[src/rtl/serial_adder.sv]
// -----------------------------------------------------------------------------
// serial_adder
//
// Bit-serial ripple adder. A load strobe captures DA, DB and Cin1; the sum
// DA + DB + Cin1 is then formed one bit per clock, LSB first, by a single
// full-adder cell. After WIDTH shift cycles the result sits in Sum, the final
// carry in Cout, and done is raised.
//
// Handshake: done acts as a valid flag with no ready. It is low during reset,
// on the load edge and while shifting. It rises on the final shift edge and
// stays high, with Sum/Cout held, until the next load or reset. A consumer
// qualifies Sum/Cout with done; intermediate values are partial.
//
// Ports:
//   clock     in   rising-edge clock
//   reset_n   in   synchronous active-low reset (priority over load)
//   load      in   capture operands and start or restart an add
//   DA, DB    in   WIDTH-bit operands, sampled only when load=1
//   Cin1      in   carry-in, sampled only when load=1
//   Sum       out  WIDTH-bit result register
//   Cout      out  carry register / final carry-out
//   done      out  completed result held
//   fsm_state out  debug view of the FSM state (0 = IDLE, 1 = SHIFT)
// -----------------------------------------------------------------------------
module serial_adder #(
    parameter int WIDTH = 8
) (
    input  logic             clock,
    input  logic             reset_n,
    input  logic             load,
    input  logic [WIDTH-1:0] DA,
    input  logic [WIDTH-1:0] DB,
    input  logic             Cin1,
    output logic [WIDTH-1:0] Sum,
    output logic             Cout,
    output logic             done,
    output logic             fsm_state
);

    localparam int CNT_W = $clog2(WIDTH) + 1;

    typedef enum logic {
        IDLE  = 1'b0,
        SHIFT = 1'b1
    } state_t;

    state_t             state;
    state_t             state_next;
    logic [WIDTH-1:0]   a_reg;
    logic [WIDTH-1:0]   b_reg;
    logic [CNT_W-1:0]   count;
    logic               last_bit;
    logic               sum_bit;
    logic               carry_next;

    // The last shift happens when the counter reaches WIDTH-1, so the
    // counter never wraps.
    assign last_bit   = (count == CNT_W'(WIDTH - 1));

    // Single full-adder cell working on the LSBs of the operand registers.
    assign sum_bit    = a_reg[0] ^ b_reg[0] ^ Cout;
    assign carry_next = (a_reg[0] & b_reg[0]) | (a_reg[0] & Cout) | (b_reg[0] & Cout);

    assign fsm_state  = state;

    // State register
    always_ff @(posedge clock) begin
        if (!reset_n) begin
            state <= IDLE;
        end else begin
            state <= state_next;
        end
    end

    // Next-state logic: load restarts from any state.
    always_comb begin
        state_next = state;
        if (load) begin
            state_next = SHIFT;
        end else if (state == SHIFT && last_bit) begin
            state_next = IDLE;
        end
    end

    // Datapath
    always_ff @(posedge clock) begin
        if (!reset_n) begin
            a_reg <= '0;
            b_reg <= '0;
            Sum   <= '0;
            Cout  <= 1'b0;
            count <= '0;
            done  <= 1'b0;
        end else if (load) begin
            a_reg <= DA;
            b_reg <= DB;
            Cout  <= Cin1;
            Sum   <= '0;
            count <= '0;
            done  <= 1'b0;
        end else if (state == SHIFT) begin
            a_reg <= a_reg >> 1;
            b_reg <= b_reg >> 1;
            Sum   <= {sum_bit, Sum[WIDTH-1:1]};
            Cout  <= carry_next;
            count <= count + 1'b1;
            if (last_bit) begin
                done <= 1'b1;
            end
        end
    end

endmodule

[config.mk]
export PLATFORM = sky130hd
export DESIGN_NAME = serial_adder
export DESIGN_NICKNAME = d
export VERILOG_FILES = /design/src/rtl/serial_adder.sv
export SDC_FILE = /design/constraint.sdc
export NUM_CORES = 1
export LEC_CHECK = 0
export CAP_MARGIN = 30
export CORE_MARGIN = 3
export CORE_UTILIZATION = 35
export CTS_BUF_LIST = sky130_fd_sc_hd__clkbuf_16
export DETAILED_ROUTE_END_ITERATION = 6
export PLACE_DENSITY_LB_ADDON = 0.1
export SLEW_MARGIN = 5
export SYNTH_ARGS = -nofsm -noshare
export SYNTH_HDL_FRONTEND = slang
export SYNTH_SLANG_ARGS = --single-unit
[constraint.sdc]
create_clock -name clock -period 1.4 [get_ports clock]
set_clock_uncertainty 0.1 [all_clocks]
set_input_delay 0.14 -clock clock [delete_from_list [all_inputs] [get_ports clock]]
set_output_delay 0.14 -clock clock [all_outputs]
set_load 0.05 [all_outputs]
==> run_results.csv, run 1 <==
group,metric,value,unit
final_layout,multi_input_area,760.7,µm²
timing,min_period,1.345,ns
clock_tree,clkLatencyLatePin,0.27,ns
detailed_routing,drt_first_pass_iters,4,
die,start_util,0.3787,
place,dp.cells,205,
final_layout,area_delta_synth_final,43.61,%
run,cap_violations,0,
detailed_routing,met1Wirelength,1.323,mm
place,placedInstanceArea,1943,µm²
clock_tree,clock_path_buffers,2,
die,coreArea,3826,µm²
detailed_routing,drt-vias-per-instance,4.858,
detailed_routing,drtIter0Drc,24,
place,portBuffers,30,
power_and_ir_drop,p_clk_frac,0.432,
clock_tree,htree_num_levels,2,
clock_tree,cts_tree,"yes",
detailed_routing,wl_per_cell,13.26,µm
setup_path,worst_ep_arrival_time,1.41,ns
global_route,grt_start_max_net_pins,20,
detailed_routing,routed-wl-met3,171,µm
hold_path,holdPathStages,3,
clock_tree,cts_buffers,5,
timing,setup_viol,0,
timing,setup_ws,0.05459,ns
synth,yosysSeqAreaShare,0.4283,
power_and_ir_drop,vdd_ir_drop_max,696.8,µV
detailed_routing,wl_met2,1.254,mm
setup_path,end_kind,"flop",
setup_path,path_max_fanout,2,
synth,ys_types,27,
die,io_pins,31,
power_and_ir_drop,p_switching,479.7,µW
die,die_area,4948,µm²
global_route,gr-total-overflow,0,
detailed_routing,ant_nets,0,
setup_path,critPathTopFamily,"adder cells",
timing,slew_violations,0,
final_layout,layout-drive-gt1-share,0.2805,
die,fp.dieH,70.34,µm
final_layout,seqCellArea,629.4,µm²
place,place_ws,0.02152,ns
timing,hold_viol,0,
power_and_ir_drop,p_int,1753,µW
global_route,antenna_found_initial,0,
status,outcome,"complete, no violations",
power_and_ir_drop,leakage,0.0009519,µW
detailed_routing,drt-total-wl,2.811,mm
hold_path,hold_class,"in2reg",
detailed_routing,highest_layer,"met4",
synth,async_reset_ff_frac,0,
power_and_ir_drop,power_frac_seq,0.434,
setup_path,path_class,"reg2reg",
final_layout,diodes,0,
setup_path,cp-start-kind,"flop",
setup_path,crit_slowest_cell,"fa_2",
timing,fin_crit_sh,0.9610,
die,die_w,70.34,µm
final_layout,stdcell_count,212,
setup_path,path_cells,"fa_2, mux2_4, o211a_1",
synth,synth_area_per_cell,11.32,µm²
timing,tns,0,ns
synth,synth_edf_count,0,
synth,ys.flop_type,"dfxtp_1",
synth,ys_warn_count,0,
place,gp_congestion,0.6639,
synth,syn_nets,150,
timing,fmaxAchievable,743.3,MHz
clock_tree,cts.sinks,31,
setup_path,worstPathRequired,1.46,ns
power_and_ir_drop,p_per_area,1073,nW/µm²
setup_path,path_depth,3,
global_route,grt_use_total,0.1273,
global_route,grt_pass1_wl,4.864,mm
die,rows,22,
power_and_ir_drop,swShare,0.2149,
power_and_ir_drop,comb_power_share,0.134,
synth,netlist_instances,128,
setup_path,r2r_slack,0.05,ns
global_route,grt_pass1_vias,1097,
clock_tree,postCtsSetupBuffers,0,
synth,ys_ff_latch,31,
power_and_ir_drop,power.total,2232,µW
final_layout,design_area,2081,µm²
timing,relSlewSlack,0.7826,
final_layout,final_nets,186,
place,hpwl,2.008,mm
synth,synth_area,1449,µm²
detailed_routing,route.detailed.drc,0,
detailed_routing,vias,1030,
setup_path,ff2ff_path_depth,3,
clock_tree,clockRootBuffer,"clkbuf_16",
final_layout,fillers,328,
setup_path,crit_buf_inv,0,
clock_tree,cts.reportedPaths.clkPinSlew,0.05,ns
timing,tightest_slew,0.3260,ns
timing,rsz0062_at_grt,"no",
setup_path,critPathMaxStageDelay,0.37,ns
[cells by family (layout without fill, tap and decap cells)]
logic type | count (synthesis) | after routing | share of synthesized area
XOR/XNOR | 1 | 1 | 0.006046
AND/OR/NAND/NOR | 37 | 37 | 0.1494
AO/OA/AOI/OAI | 21 | 21 | 0.1338
multiplexers | 25 | 25 | 0.2116
buffers and inverters | 11 | 47 | 0.04835
flip-flops | 31 | 31 | 0.4283
adder cells (fa/ha/maj) | 2 | 2 | 0.02245
[worst min-delay path: stages]
cell and delay (ns):
clkdlybuf4s50_1 0.40, nand2_1 0.07, a21boi_1 0.05
[power groups by stage]
stage          sequential [µW]  clock (µW)  combinational [µW]
2_1_floorplan              982           0                 185
3_3_place_gp               984           0                 294
3_5_place_dp               986           0                 300
4_1_cts                    968        1000                 301
5_1_grt                    975        1040                 326
6_report                   969         965                 299
[path summary, 6_finish.rpt]
check	start	end
min reg2reg	done$_SDFFE_PP0P_	done$_SDFFE_PP0P_
min	DB[7]	b_reg[7]$_SDFFE_PN0P_
max reg2reg	b_reg[0]$_SDFFE_PN0P_	Cout$_SDFFE_PN0P_
max	b_reg[0]$_SDFFE_PN0P_	Cout$_SDFFE_PN0P_
[cell type report]
cell class / count / share of cell area
Tap cell: 48 / 0.02886
Timing Repair Buffer: 39 / 0.2375
Clock inverter: 2 / 0.003608
Sequential cell: 31 / 0.3025
Clock buffer: 5 / 0.06013
Inverter: 1 / 0.001804
Multi-Input combinational cell: 86 / 0.3656
[cells in the mapped netlist, drive strengths merged, types with 2 or more instances]
cell / n / area share
nor2: 11 / 0.028
mux2: 15 / 0.14
dfxtp: 31 / 0.43
o211a: 15 / 0.10
clkbuf: 4 / 0.010
nand2b: 15 / 0.065
nand2: 2 / 0.0052
a21oi: 2 / 0.0069
a21boi: 2 / 0.013
nand3b: 2 / 0.010
buf: 6 / 0.035
mux2i: 10 / 0.069
or3b: 3 / 0.018
[layer usage]
layer,vias to the layer above,track usage
met1,480,0.1475
met2,22,0.1944
met3,6,0.05612
met5,-,0
li1,522,-
met4,0,0.07021
[timing repair]
| action | 4_1_cts | 5_1_grt |
|---|---|---|
| hold buffers | 0 | 0 |
| gates resized for setup | 0 | 2 |
| endpoints found under the setup margin | 0 | 7 |
[cells in the final DEF, fill, tap and decap left out, drive strengths merged, types with 2 or more instances in the layout]
| master | instances |
|---|---|
| nand3b | 2 |
| buf | 20 |
| o211a | 15 |
| dfxtp | 31 |
| clkbuf | 5 |
| nand2b | 15 |
| mux2i | 10 |
| nor2 | 11 |
| or3b | 3 |
| inv | 3 |
| a21boi | 2 |
| clkdlybuf4s50 | 19 |
| nand2 | 2 |
| a21oi | 2 |
| mux2 | 15 |
[through the flow]
| step | hold slack (ns) | utilization |
|---|---|---|
| 2_1_floorplan | 0.1826 | - |
| 3_3_place_gp | 0.3747 | 0.5078 |
| 3_5_place_dp | 0.3744 | 0.5078 |
| 6_report | 0.3352 | 0.5438 |
| 4_1_cts | 0.3315 | 0.5425 |
| 5_1_grt | 0.3517 | 0.5438 |
Note: power is estimated with default switching activity, not from simulation.
==> inputs of run 2 (changes only) <==
==> constraint.sdc (replaced) <==
create_clock -name clock -period 1.7 [get_ports clock]
set_clock_uncertainty 0.1 [all_clocks]
set_input_delay 0.17 -clock clock [delete_from_list [all_inputs] [get_ports clock]]
set_output_delay 0.17 -clock clock [all_outputs]
set_load 0.05 [all_outputs]
==> run_results.csv, run 2 (synthesized netlist as in run 1, its figures left out) <==
group,metric,value,unit
timing,relSlewSlack,0.6909,
clock_tree,cts_buffers,5,
global_route,grt_pass1_wl,4.726,mm
place,dp.cells,201,
global_route,grt_start_max_net_pins,34,
timing,setup_viol,0,
detailed_routing,drt-vias-per-instance,4.919,
timing,tightest_slew,0.4637,ns
setup_path,ff2ff_path_depth,3,
detailed_routing,route.detailed.drc,0,
final_layout,final_util,0.5036,
clock_tree,cts.reportedPaths.clkPinSlew,0.05,ns
hold_path,holdPathStages,3,
setup_path,end_kind,"flop",
final_layout,stdcell_count,209,
clock_tree,clockRootBuffer,"clkbuf_16",
place,hpwl,1.813,mm
power_and_ir_drop,leakage,0.0009052,µW
setup_path,path_class,"reg2reg",
final_layout,mostFrequentLayoutCells,"31 x dfxtp_1, 19 x clkdlybuf4s50_1, 15 x nand2b_1, 15 x o211a_1, 13 x buf_4",
die,die_w,70.34,µm
setup_path,worstPathRequired,1.76,ns
timing,timing.hold.ws,0.3505,ns
place,gp_congestion,0.6621,
die,coreArea,3826,µm²
place,portBuffers,30,
die,start_util,0.3787,
detailed_routing,drt_first_pass_iters,2,
final_layout,layout_commonest_cell,"dfxtp_1",
timing,slew_violations,0,
timing,rsz0062_at_grt,"no",
clock_tree,postCtsSetupBuffers,0,
final_layout,area_delta_synth_final,32.99,%
die,fp.dieH,70.34,µm
power_and_ir_drop,vdd_ir_drop_max,552.3,µV
timing,setup_ws,0.2784,ns
timing,tns,0,ns
hold_path,hold_class,"in2reg",
detailed_routing,ant_nets,0,
die,die_area,4948,µm²
setup_path,cp-start-kind,"flop",
timing,fin_crit_sh,0.8362,
clock_tree,post_cts_resized,0,
die,rows,22,
final_layout,fillers,372,
setup_path,path_max_fanout,3,
clock_tree,htree_num_levels,2,
clock_tree,clock_path_buffers,2,
clock_tree,hold_buffers,0,
die,io_pins,31,
final_layout,final_nets,182,
global_route,antenna_found_initial,0,
final_layout,diodes,0,
place,place_ws,0.07182,ns
power_and_ir_drop,p_per_area,958.8,nW/µm²
global_route,grt_use_total,0.1216,
global_route,gr-total-overflow,0,
detailed_routing,wl_per_cell,13.22,µm
detailed_routing,drtIter0Drc,51,
clock_tree,clkLatencyLatePin,0.27,ns
clock_tree,cts.sinks,31,
timing,min_period,1.422,ns
detailed_routing,drt-total-wl,2.763,mm
timing,hold_viol,0,
timing,fmaxAchievable,703.4,MHz
status,outcome,"complete, no violations",
final_layout,layout-drive-gt1-share,0.2360,
clock_tree,cts_tree,"yes",
setup_path,worst_ep_arrival_time,1.49,ns
detailed_routing,vias,1028,
run,cap_violations,0,
global_route,grt_pass1_vias,1033,
[run 2: cell count changes in the layout (fill, tap and decap cells not counted), sizes merged]
cell / delta
inv: -1
clkinv: +2
buf: -4
[run 2: cell type report]
type / instances / area (µm²) / area share
Multi-Input combinational cell: 86 / 758.2 / 0.3935
Clock inverter: 3 / 11.26 / 0.005844
Clock buffer: 5 / 125.1 / 0.06493
Inverter: 1 / 3.754 / 0.001948
Sequential cell: 31 / 620.6 / 0.3221
Timing Repair Buffer: 35 / 347.8 / 0.1805
Tap cell: 48 / 60.06 / 0.03117
[run 2: stage by stage]
| step | total power [µW] | area, µm² |
|---|---|---|
| floorplan | 960.6 | 1449 |
| global placement | 1042 | 1790 |
| detailed placement | 1048 | 1790 |
| CTS | 1873 | 1927 |
| global route | 1924 | 1927 |
| finish | 1847 | 1927 |
[run 2: per-layer routing]
| metal | part of all wire | global-route usage | routed length [µm] | vias up |
|---|---|---|---|---|
| li1 | - | - | - | 515 |
| met1 | 0.46 | 0.1460 | 1283 | 481 |
| met2 | 0.45 | 0.1850 | 1232 | 24 |
| met3 | 0.061 | 0.03597 | 168 | 8 |
| met4 | 0.029 | 0.08298 | 79 | 0 |
| met5 | 0 | 0 | 0 | - |
[run 2: final timing paths]
path | startpoint | endpoint | slack [ns]
min | DB[7] | b_reg[7]$_SDFFE_PN0P_ | 0.35
min reg2reg | done$_SDFFE_PP0P_ | done$_SDFFE_PP0P_ | 0.35
max reg2reg | Cout$_SDFFE_PN0P_ | Cout$_SDFFE_PN0P_ | 0.28
max | Cout$_SDFFE_PN0P_ | Cout$_SDFFE_PN0P_ | 0.28
[run 2: report_power, final]
part	internal (µW)	switching [µW]
combinational	151	97.4
clock	525	292
sequential	762	20.5
[run 2: worst max-delay path: stages, from the launching register on]
cell	delay (ns)
dfxtp_1	0.34
fa_1	0.42
mux2_4	0.26
o211a_1	0.19
==> inputs of run 3 (changes only) <==
==> constraint.sdc (replaced) <==
create_clock -name clock -period 1.2 [get_ports clock]
set_clock_uncertainty 0.1 [all_clocks]
set_input_delay 0.12 -clock clock [delete_from_list [all_inputs] [get_ports clock]]
set_output_delay 0.12 -clock clock [all_outputs]
set_load 0.05 [all_outputs]
==> run_results.csv, run 3 (synthesized netlist as in run 1, its figures left out) <==
group,metric,value,unit
detailed_routing,drt-vias-per-instance,4.843,
clock_tree,cts.reportedPaths.clkPinSlew,0.05,ns
detailed_routing,ant_nets,0,
timing,fmaxAchievable,734.0,MHz
die,coreArea,3826,µm²
timing,timing.hold.ws,0.3212,ns
final_layout,multi_input_area,799.5,µm²
setup_path,ff2ff_path_depth,3,
final_layout,seqCellArea,631.9,µm²
place,portBuffers,30,
place,place_ws,-0.2002,ns
clock_tree,clock_path_buffers,2,
global_route,grt_start_max_net_pins,16,
timing,slew_violations,0,
die,fp.dieH,70.34,µm
global_route,grt_pass1_wl,5.299,mm
run,cap_violations,0,
detailed_routing,drt-total-wl,3.174,mm
power_and_ir_drop,vdd_ir_drop_max,632.7,µV
clock_tree,cts.sinks,31,
detailed_routing,wl_per_cell,14.23,µm
die,start_util,0.3787,
power_and_ir_drop,p_per_area,1210,nW/µm²
clock_tree,cts_tree,"yes",
global_route,antenna_found_initial,0,
die,io_pins,31,
timing,fin_crit_sh,1.135,
setup_path,crit_slowest_cell,"fa_2",
setup_path,end_kind,"flop",
timing,hold_viol,0,
hold_path,whs_endpoint,"b_reg[7]$_SDFFE_PN0P_",
setup_path,r2r_slack,-0.16,ns
place,hpwl,2.069,mm
setup_path,r2r-end,"Cout$_SDFFE_PN0P_",
clock_tree,cts_buffers,5,
die,die_w,70.34,µm
final_layout,fillers,304,
setup_path,worstPathRequired,1.26,ns
die,rows,22,
detailed_routing,drtIter0Drc,36,
global_route,gr-total-overflow,0,
final_layout,final_nets,196,
setup_path,path_cells,"fa_2, mux2_4, o211a_1",
detailed_routing,vias,1080,
final_layout,area_delta_synth_final,54.40,%
setup_path,path_max_fanout,2,
hold_path,holdPathStages,3,
hold_path,hold_class,"in2reg",
timing,rsz0062_at_grt,"yes",
setup_path,cp-start-kind,"flop",
setup_path,r2r_start,"b_reg[0]$_SDFFE_PN0P_",
timing,setup_ws,-0.1623,ns
setup_path,path_class,"reg2reg",
status,outcome,"finished with violations",
timing,relSlewSlack,0.8738,
timing,min_period,1.362,ns
place,gp_congestion,0.6944,
die,die_area,4948,µm²
timing,tightest_slew,0.1891,ns
global_route,grt_pass1_vias,1148,
setup_path,critPathMaxStageDelay,0.36,ns
hold_path,hold_start,"DB[7]",
final_layout,layout_commonest_cell,"dfxtp_1",
final_layout,final_util,0.5847,
setup_path,critPathTopFamily,"adder cells",
timing,setup_viol,16,
status,violations,"negative setup slack",
clock_tree,clockRootBuffer,"clkbuf_16",
detailed_routing,route.detailed.drc,0,
setup_path,worst_ep_arrival_time,1.42,ns
final_layout,layout-drive-gt1-share,0.3486,
clock_tree,clkLatencyLatePin,0.27,ns
power_and_ir_drop,leakage,0.001024,µW
setup_path,crit_buf_inv,0,
final_layout,mostFrequentLayoutCells,"26 x dfxtp_1, 19 x clkdlybuf4s50_1, 15 x nand2b_1, 15 x mux2_4, 15 x o211a_1",
detailed_routing,drt_first_pass_iters,4,
clock_tree,hold_buffers,0,
global_route,grt_use_total,0.1385,
clock_tree,htree_num_levels,2,
final_layout,diodes,0,
## run 3: layout make-up
class                      count  area share
clock inverter                 3    0.005034
inverter                       1    0.001678
tap                           48     0.02685
timing repair buffer          49      0.2707
sequential                    31      0.2824
clock buffer                   5     0.05593
multi-input combinational     86      0.3574
## run 3: timing repair
action | CTS | global route
pin swaps | 0 | 1
cloned | 1 | 0
setup buffers | 4 | 0
setup endpoints to repair | 30 | 31
gates resized for setup | 6 | 6
## run 3: worst max path at each step
| stage | end | slack [ns] | startpoint | cells after the start |
|---|---|---|---|---|
| 2_1_floorplan | Cout$_SDFFE_PN0P_ | -0.17 | Cout$_SDFFE_PN0P_ | 3 |
| 3_3_place_gp | a_reg[7]$_SDFFE_PN0P_ | -0.16 | load | 4 |
| 3_5_place_dp | a_reg[7]$_SDFFE_PN0P_ | -0.20 | load | 4 |
| 4_1_cts | Cout$_SDFFE_PN0P_ | -0.16 | b_reg[0]$_SDFFE_PN0P_ | 3 |
| 5_1_grt | Cout$_SDFFE_PN0P_ | -0.19 | b_reg[0]$_SDFFE_PN0P_ | 3 |
| 6_report | Cout$_SDFFE_PN0P_ | -0.16 | b_reg[0]$_SDFFE_PN0P_ | 3 |
## run 3: per-layer routing
layer  wire, µm  vias to the layer above  GRT usage
met4         80                        0    0.07660
met5          0                        -          0
li1           -                      541          -
met3        195                        9    0.05468
met1       1404                      503     0.1639
met2       1492                       27     0.2121
## run 3: metrics by stage
step                total power [µW]  TNS [ns]  cells  instance area [µm²]
finish                          2708    -1.307    223                 2237
global route                    2835    -1.830    223                 2237
detailed placement              1528    -4.617    211                 1994
CTS                             2737    -1.172    223                 2212
global placement                1516    -3.798    211                 1994
floorplan                       1376    -2.092    128                 1481
## run 3: power by group
group | total (µW) | switching (µW) | internal [µW]
Clock | 1150 | 410 | 743
Sequential | 1120 | 35.7 | 1080
Combinational | 440 | 157 | 282
## run 3: worst register-to-register path, cell delays in order, from the launching register on
cell,delay [ns]
dfxtp_2,0.33
fa_2,0.36
mux2_4,0.26
o211a_1,0.20
==> variant 1 (config.mk and constraints of run 2) <==
Make the reset (`reset_n`) asynchronous in 2 clocked blocks. Comments in the files are not updated.
--- a/src/rtl/serial_adder.sv
+++ b/src/rtl/serial_adder.sv
@@ -64,7 +64,7 @@
     assign fsm_state  = state;
 
     // State register
-    always_ff @(posedge clock) begin
+    always_ff @(posedge clock or negedge reset_n) begin
         if (!reset_n) begin
             state <= IDLE;
         end else begin
@@ -83,7 +83,7 @@
     end
 
     // Datapath
-    always_ff @(posedge clock) begin
+    always_ff @(posedge clock or negedge reset_n) begin
         if (!reset_n) begin
             a_reg <= '0;
             b_reg <= '0;
Check against the original RTL: differs if reset_n is asserted again (counterexample within 4 cycles, from zero or initial values and one cycle with reset_n low); with reset_n held inactive, the same outputs for 10 cycles.
==> variant 1 against run 2 <==
Routed wire length shrank 6.8%. Total power increased by 2.3%. Sequential power rose by 5.5%. Highest routed layer unchanged. Synthesized area increased by 0.43%. Setup slack improved by 0.091 ns. Final cell count is 0.48% higher. Sequential cell count unchanged. Final area down 1.6%. First-iteration DRC count rose by 39%.
==> variant 1: results (changes against run 2) <==
* Fill cell count at 374 (+0.54%)
* Non-Filler Instances at 210 (+0.48%)
* Final-stage net count at 183 (+0.55%)
* DR vias at 985 (-4.2%)
* Global-route wire length before repair at 4.72 mm (-0.15%)
* Total Routed Length at 2.57 mm (-6.8%)
* Run status: finished clean
* Post-synth top flop: sky130_fd_sc_hd__dfrtp_1
* Area fraction in compound gates after synthesis at 9.46% (-3.9 points)
* Via count of the first global-routing pass at 995 (-3.7%)
* Area of placed instances at 1760 um^2 (-1.7%)
* Start of the worst register-to-register path: fsm_state$_DFFE_PN0P_
* Synth Area in Adders at 2.24% (-0.0097 points)
* Classification of the worst-slack hold path: in2async
* Insertion delay of the later-clocked pin in the worst-skew pair at 0.27 ns (about the same)
* Most frequent cells after synthesis: 31 x sky130_fd_sc_hd__dfrtp_1, 22 x sky130_fd_sc_hd__mux2i_1, 15 x sky130_fd_sc_hd__nand2_1
* Maximum number of pins on one net before global-route repair at 51 (+50%)
* Proportion of synthesized area in mux cells at 16.2% (-5.0 points)
* Switching share of total power at 24.1% (+1.9 points)
* Fraction of the yosys area taken by sequential cells at 53.3% (+10 points)
* Number of design-rule violations left by the first detailed-router iteration at 71 (+39%)
* Slowest CP cell: sky130_fd_sc_hd__dfrtp_1
* Router iterations before antenna repair at 4 (+2)
* Largest voltage drop on the vdd net at 597 uV (+8.1%)
* Area share of xor/xnor cells in the synthesized design at 0.602% (-0.0026 points)
* Total Routing Usage GR at 12.0% (-0.18 points)
* Top post-synthesis cells by area: sky130_fd_sc_hd__dfrtp_1 53%, sky130_fd_sc_hd__mux2i_1 15%, sky130_fd_sc_hd__o21ai_1 4.8%, sky130_fd_sc_hd__nand2_1 3.9%, sky130_fd_sc_hd__nor2_1 3.1%
* Leakage power figure at 1.00 nW (+11%)
* Share of layout cells above drive strength 1 at 14.8% (-8.8 points)
* Number of distinct library cells after synthesis at 28 (+3.7%)
* Per-instance average area after synthesis at 11.4 um^2 (+0.43%)
* Worst path top cell family by delay: flip-flops
-- variant 1: cell count changes in the layout (fill, tap and decap cells not counted), moves of 2 or more --
cell and change:
sky130_fd_sc_hd__nand2_1 +13, sky130_fd_sc_hd__inv_1 +3, sky130_fd_sc_hd__dfrtp_1 +31, sky130_fd_sc_hd__dfxtp_1 -31
sky130_fd_sc_hd__mux2_2 -5, sky130_fd_sc_hd__a21oi_1 -2, sky130_fd_sc_hd__nor2b_1 +3, sky130_fd_sc_hd__mux2i_1 +12
sky130_fd_sc_hd__nand2b_1 -12, sky130_fd_sc_hd__o21ai_1 +14, sky130_fd_sc_hd__or3b_1 -3, sky130_fd_sc_hd__mux2_4 -9
sky130_fd_sc_hd__o211a_1 -15
-- variant 1: stage by stage --
stage | worst slack [ns] | util (%)
finish | 0.370 | 49.6
CTS | 0.333 | 49.6
global placement | 0.235 | 46.0
detailed placement | 0.216 | 46.0
global route | 0.222 | 49.6
floorplan | 0.0807 | -
-- variant 1: kinds of logic (layout without fill, tap and decap cells) --
kind of cell               count (synthesis)  after routing
DFF                                       31             31
xor gates and xnor gates                   1              1
muxes                                     23             23
adders and majority gates                  2              2
buffers and inverters                     13             47
and+or+nand+nor                           36             36
AOI/OAI and AO/OA                         22             22
-- variant 1: worst reg2reg max path: cells and delay by family (launching register included) --
kind | cells | cell delay (ns)
DFF | 1 | 0.55
AOI/OAI and AO/OA | 1 | 0.07
muxes | 1 | 0.21
buffers and inverters | 1 | 0.29
-- variant 1: final cells by class --
class | instances | area share, %
Timing Repair Buffer | 35 | 17.7
Multi-Input combinational cell | 84 | 30.3
Inverter | 4 | 0.792
Tap cell | 48 | 3.17
Sequential cell | 31 | 40.9
Clock buffer | 5 | 6.60
Clock inverter | 3 | 0.594
-- variant 1: power groups by stage --
stage / registers, mW / clock network [mW] / logic, mW
floorplan: 0.876 / 0 / 0.108
global placement: 0.837 / 0 / 0.251
detailed placement: 0.838 / 0 / 0.256
CTS: 0.826 / 0.845 / 0.257
global route: 0.833 / 0.873 / 0.281
finish: 0.826 / 0.813 / 0.250
-- variant 1: routing by layer --
metal | routed length [um] | vias up | global-route usage, %
li1 | - | 497 | -
met1 | 1220 | 459 | 15.9
met2 | 1160 | 24 | 17.3
met3 | 151 | 5 | 4.75
met4 | 44 | 0 | 5.11
met5 | 0 | - | 0
-- variant 1: final timing paths --
path	endpoint	slack [ns]
max	b_reg[6]$_DFFE_PN0P_	0.37
min	count[2]$_DFFE_PN0P_	0.20
max reg2reg	b_reg[6]$_DFFE_PN0P_	0.37
min reg2reg	b_reg[7]$_DFFE_PN0P_	0.42
max in group asynchronous	Sum[6]$_DFFE_PN0P_	1.02
min in group clock	b_reg[4]$_DFFE_PN0P_	0.34
==> variant 2 (settings of run 2) <==
Made on the original files. Set the parameter `WIDTH` to 4 (it was 8).
--- a/src/rtl/serial_adder.sv
+++ b/src/rtl/serial_adder.sv
@@ -23,7 +23,7 @@
 //   fsm_state out  debug view of the FSM state (0 = IDLE, 1 = SHIFT)
 // -----------------------------------------------------------------------------
 module serial_adder #(
-    parameter int WIDTH = 8
+    parameter int WIDTH = 4
 ) (
     input  logic             clock,
     input  logic             reset_n,
Ports: changed (resized DA, DB and Sum); port bits go from 31 to 19. The function was not compared with the original's and may differ.
==> variant 2 against run 2 <==
Routed wire length decreased by 52%. Register-to-register slack got worse by 0.02 ns. Sequential cell count decreased by 13. Setup slack got worse by 0.049 ns. Total power decreased by 43%. Synthesized area decreased by 45%. Final area decreased by 44%. Via count decreased by 45%. Worst hold slack improved by 0.028 ns.
==> variant 2: results (changes against run 2) <==
* Hold_ws at 0.378 ns (+0.0277 ns)
* Part of the power in registers at 43.8% (+1.4 points)
* Vias per cell at 4.71 (-4.2%)
* Critical-path maximum fanout at 10 (+7)
* H-tree Lvls at 1 (-1)
* Final weighted congestion in routability-driven placement at 0.645 (-2.6%)
* Classification of the worst-slack hold path: reg2reg
* HPWL after detailed placement at 1.01 mm (-44%)
* Worst hold path endpoint: done$_SDFFE_PP0P_
* Final-stage net count at 110 (-40%)
* Internal at 0.833 mW (-42%)
* Run status: finished clean
* Fraction of the yosys area taken by sequential cells at 45.1% (+2.2 points)
* Number of design-rule violations left by the first detailed-router iteration at 3 (-94%)
* Max Buffers Root-to-Sink at 2 (unchanged)
* Met2 track utilization from global routing at 18.8% (+0.25 points)
* Slowest CP cell: sky130_fd_sc_hd__dfxtp_1
* Internal reg-to-reg setup slack at 0.26 ns (-0.02 ns)
* Count of cells along the worst hold path at 2 (-1)
* Count of cells along the worst register-to-register path at 3 (unchanged)
* Most frequent cells after synthesis: 18 x sky130_fd_sc_hd__dfxtp_1, 8 x sky130_fd_sc_hd__nand2b_1, 8 x sky130_fd_sc_hd__nor2_1
* Fill cell count at 192 (-48%)
* Via count of the first global-routing pass at 570 (-45%)
* Postcts setup bufs at 0 (unchanged)
* Critical path arrival at 1.20 ns (-0.29 ns)
* Router iterations before antenna repair at 4 (+2)
* Worst path top cell family by delay: flip-flops
* Global-route wire length before repair at 2.32 mm (-51%)
* Insertion delay of the later-clocked pin in the worst-skew pair at 0.24 ns (-0.03 ns)
* Total Routing Usage GR at 11.7% (-0.49 points)
* Post-synth top flop: sky130_fd_sc_hd__dfxtp_1
* Top post-synthesis cells by area: sky130_fd_sc_hd__dfxtp_1 45%, sky130_fd_sc_hd__o211a_1 8.8%, sky130_fd_sc_hd__mux2i_1 6.3%, sky130_fd_sc_hd__nand2b_1 6.3%, sky130_fd_sc_hd__mux2_2 5.6%
* Slowest Stage Delay on Critical Path at 0.57 ns (+0.15 ns)
* Max transition margin at 71.7% (+2.6 points)
* Number of distinct library cells after synthesis at 23 (-15%)
* Area of placed instances at 1000 um^2 (-44%)
* Syn Nets at 89 (-41%)
* Share of layout cells above drive strength 1 at 19.1% (-4.5 points)
* Power share of the clock group at 43.3% (-0.9 points)
* Leakage power figure at 0.500 nW (-45%)
* Worst setup slack after placement at 0.239 ns (+0.167 ns)
* Number of port buffers at 18 (-40%)
* Clock slew at reported path FFs at 0.05 ns (about the same)
* Per-instance average area after synthesis at 10.8 um^2 (-4.6%)
* Min-delay src: done$_SDFFE_PP0P_
* CTS-repair resized insts at 0 (unchanged)
* Non-Filler Instances at 121 (-42%)
* Switching share of total power at 20.4% (-1.8 points)
* Start of the worst register-to-register path: Cout$_SDFFE_PN0P_
* Maximum number of pins on one net before global-route repair at 15 (-56%)
* Total Routed Length at 1.33 mm (-52%)
* Met3 track demand over resource at 4.99% (+1.4 points)
* Largest voltage drop on the vdd net at 718 uV (+30%)
* Clock buffer count from CTS at 3 (-2)
* Global-route track usage on met1 at 12.9% (-1.7 points)
variant 2: worst register-to-register path, cell delays in order, from the launching register on:
cell	delay, ns
sky130_fd_sc_hd__dfxtp_1	0.33
sky130_fd_sc_hd__fa_1	0.41
sky130_fd_sc_hd__mux2_1	0.29
sky130_fd_sc_hd__o211a_1	0.20
variant 2: worst max-delay path by stage:
stage               cells past startpoint  slack (ns)               endpoint              startpoint
CTS                                     2        0.21              fsm_state  fsm_state$_SDFFE_PN0P_
detailed placement                      3        0.24  count[2]$_SDFFE_PP0P_                    load
global route                            2        0.17              fsm_state  fsm_state$_SDFFE_PN0P_
floorplan                               3        0.07      Cout$_SDFFE_PN0P_       Cout$_SDFFE_PN0P_
finish                                  2        0.23              fsm_state  fsm_state$_SDFFE_PN0P_
global placement                        3        0.27      Cout$_SDFFE_PN0P_       Cout$_SDFFE_PN0P_
variant 2: area by class of cell:
class / instances / area, um^2 / area share (%)
Timing Repair Buffer: 22 / 205 / 19.0
Clock inverter: 1 / 3.75 / 0.347
Tap cell: 27 / 33.8 / 3.12
Clock buffer: 3 / 75.1 / 6.94
Multi-Input combinational cell: 49 / 399 / 36.9
Sequential cell: 18 / 360 / 33.3
Inverter: 1 / 3.75 / 0.347
variant 2: layer usage:
layer	up-vias	wire length (um)
li1	294	-
met1	259	569
met2	15	627
met3	2	112
met4	0	18
met5	-	0
variant 2: cells by family after synthesis:
| family | Yosys count | synth area share, % |
|---|---|---|
| xor gates and xnor gates | 1 | 1.10 |
| adders and majority gates | 3 | 5.63 |
| buffers and inverters | 7 | 5.01 |
| DFF | 18 | 45.1 |
| AOI/OAI and AO/OA | 12 | 13.1 |
| and+or+nand+nor | 21 | 13.9 |
| muxes | 12 | 16.1 |
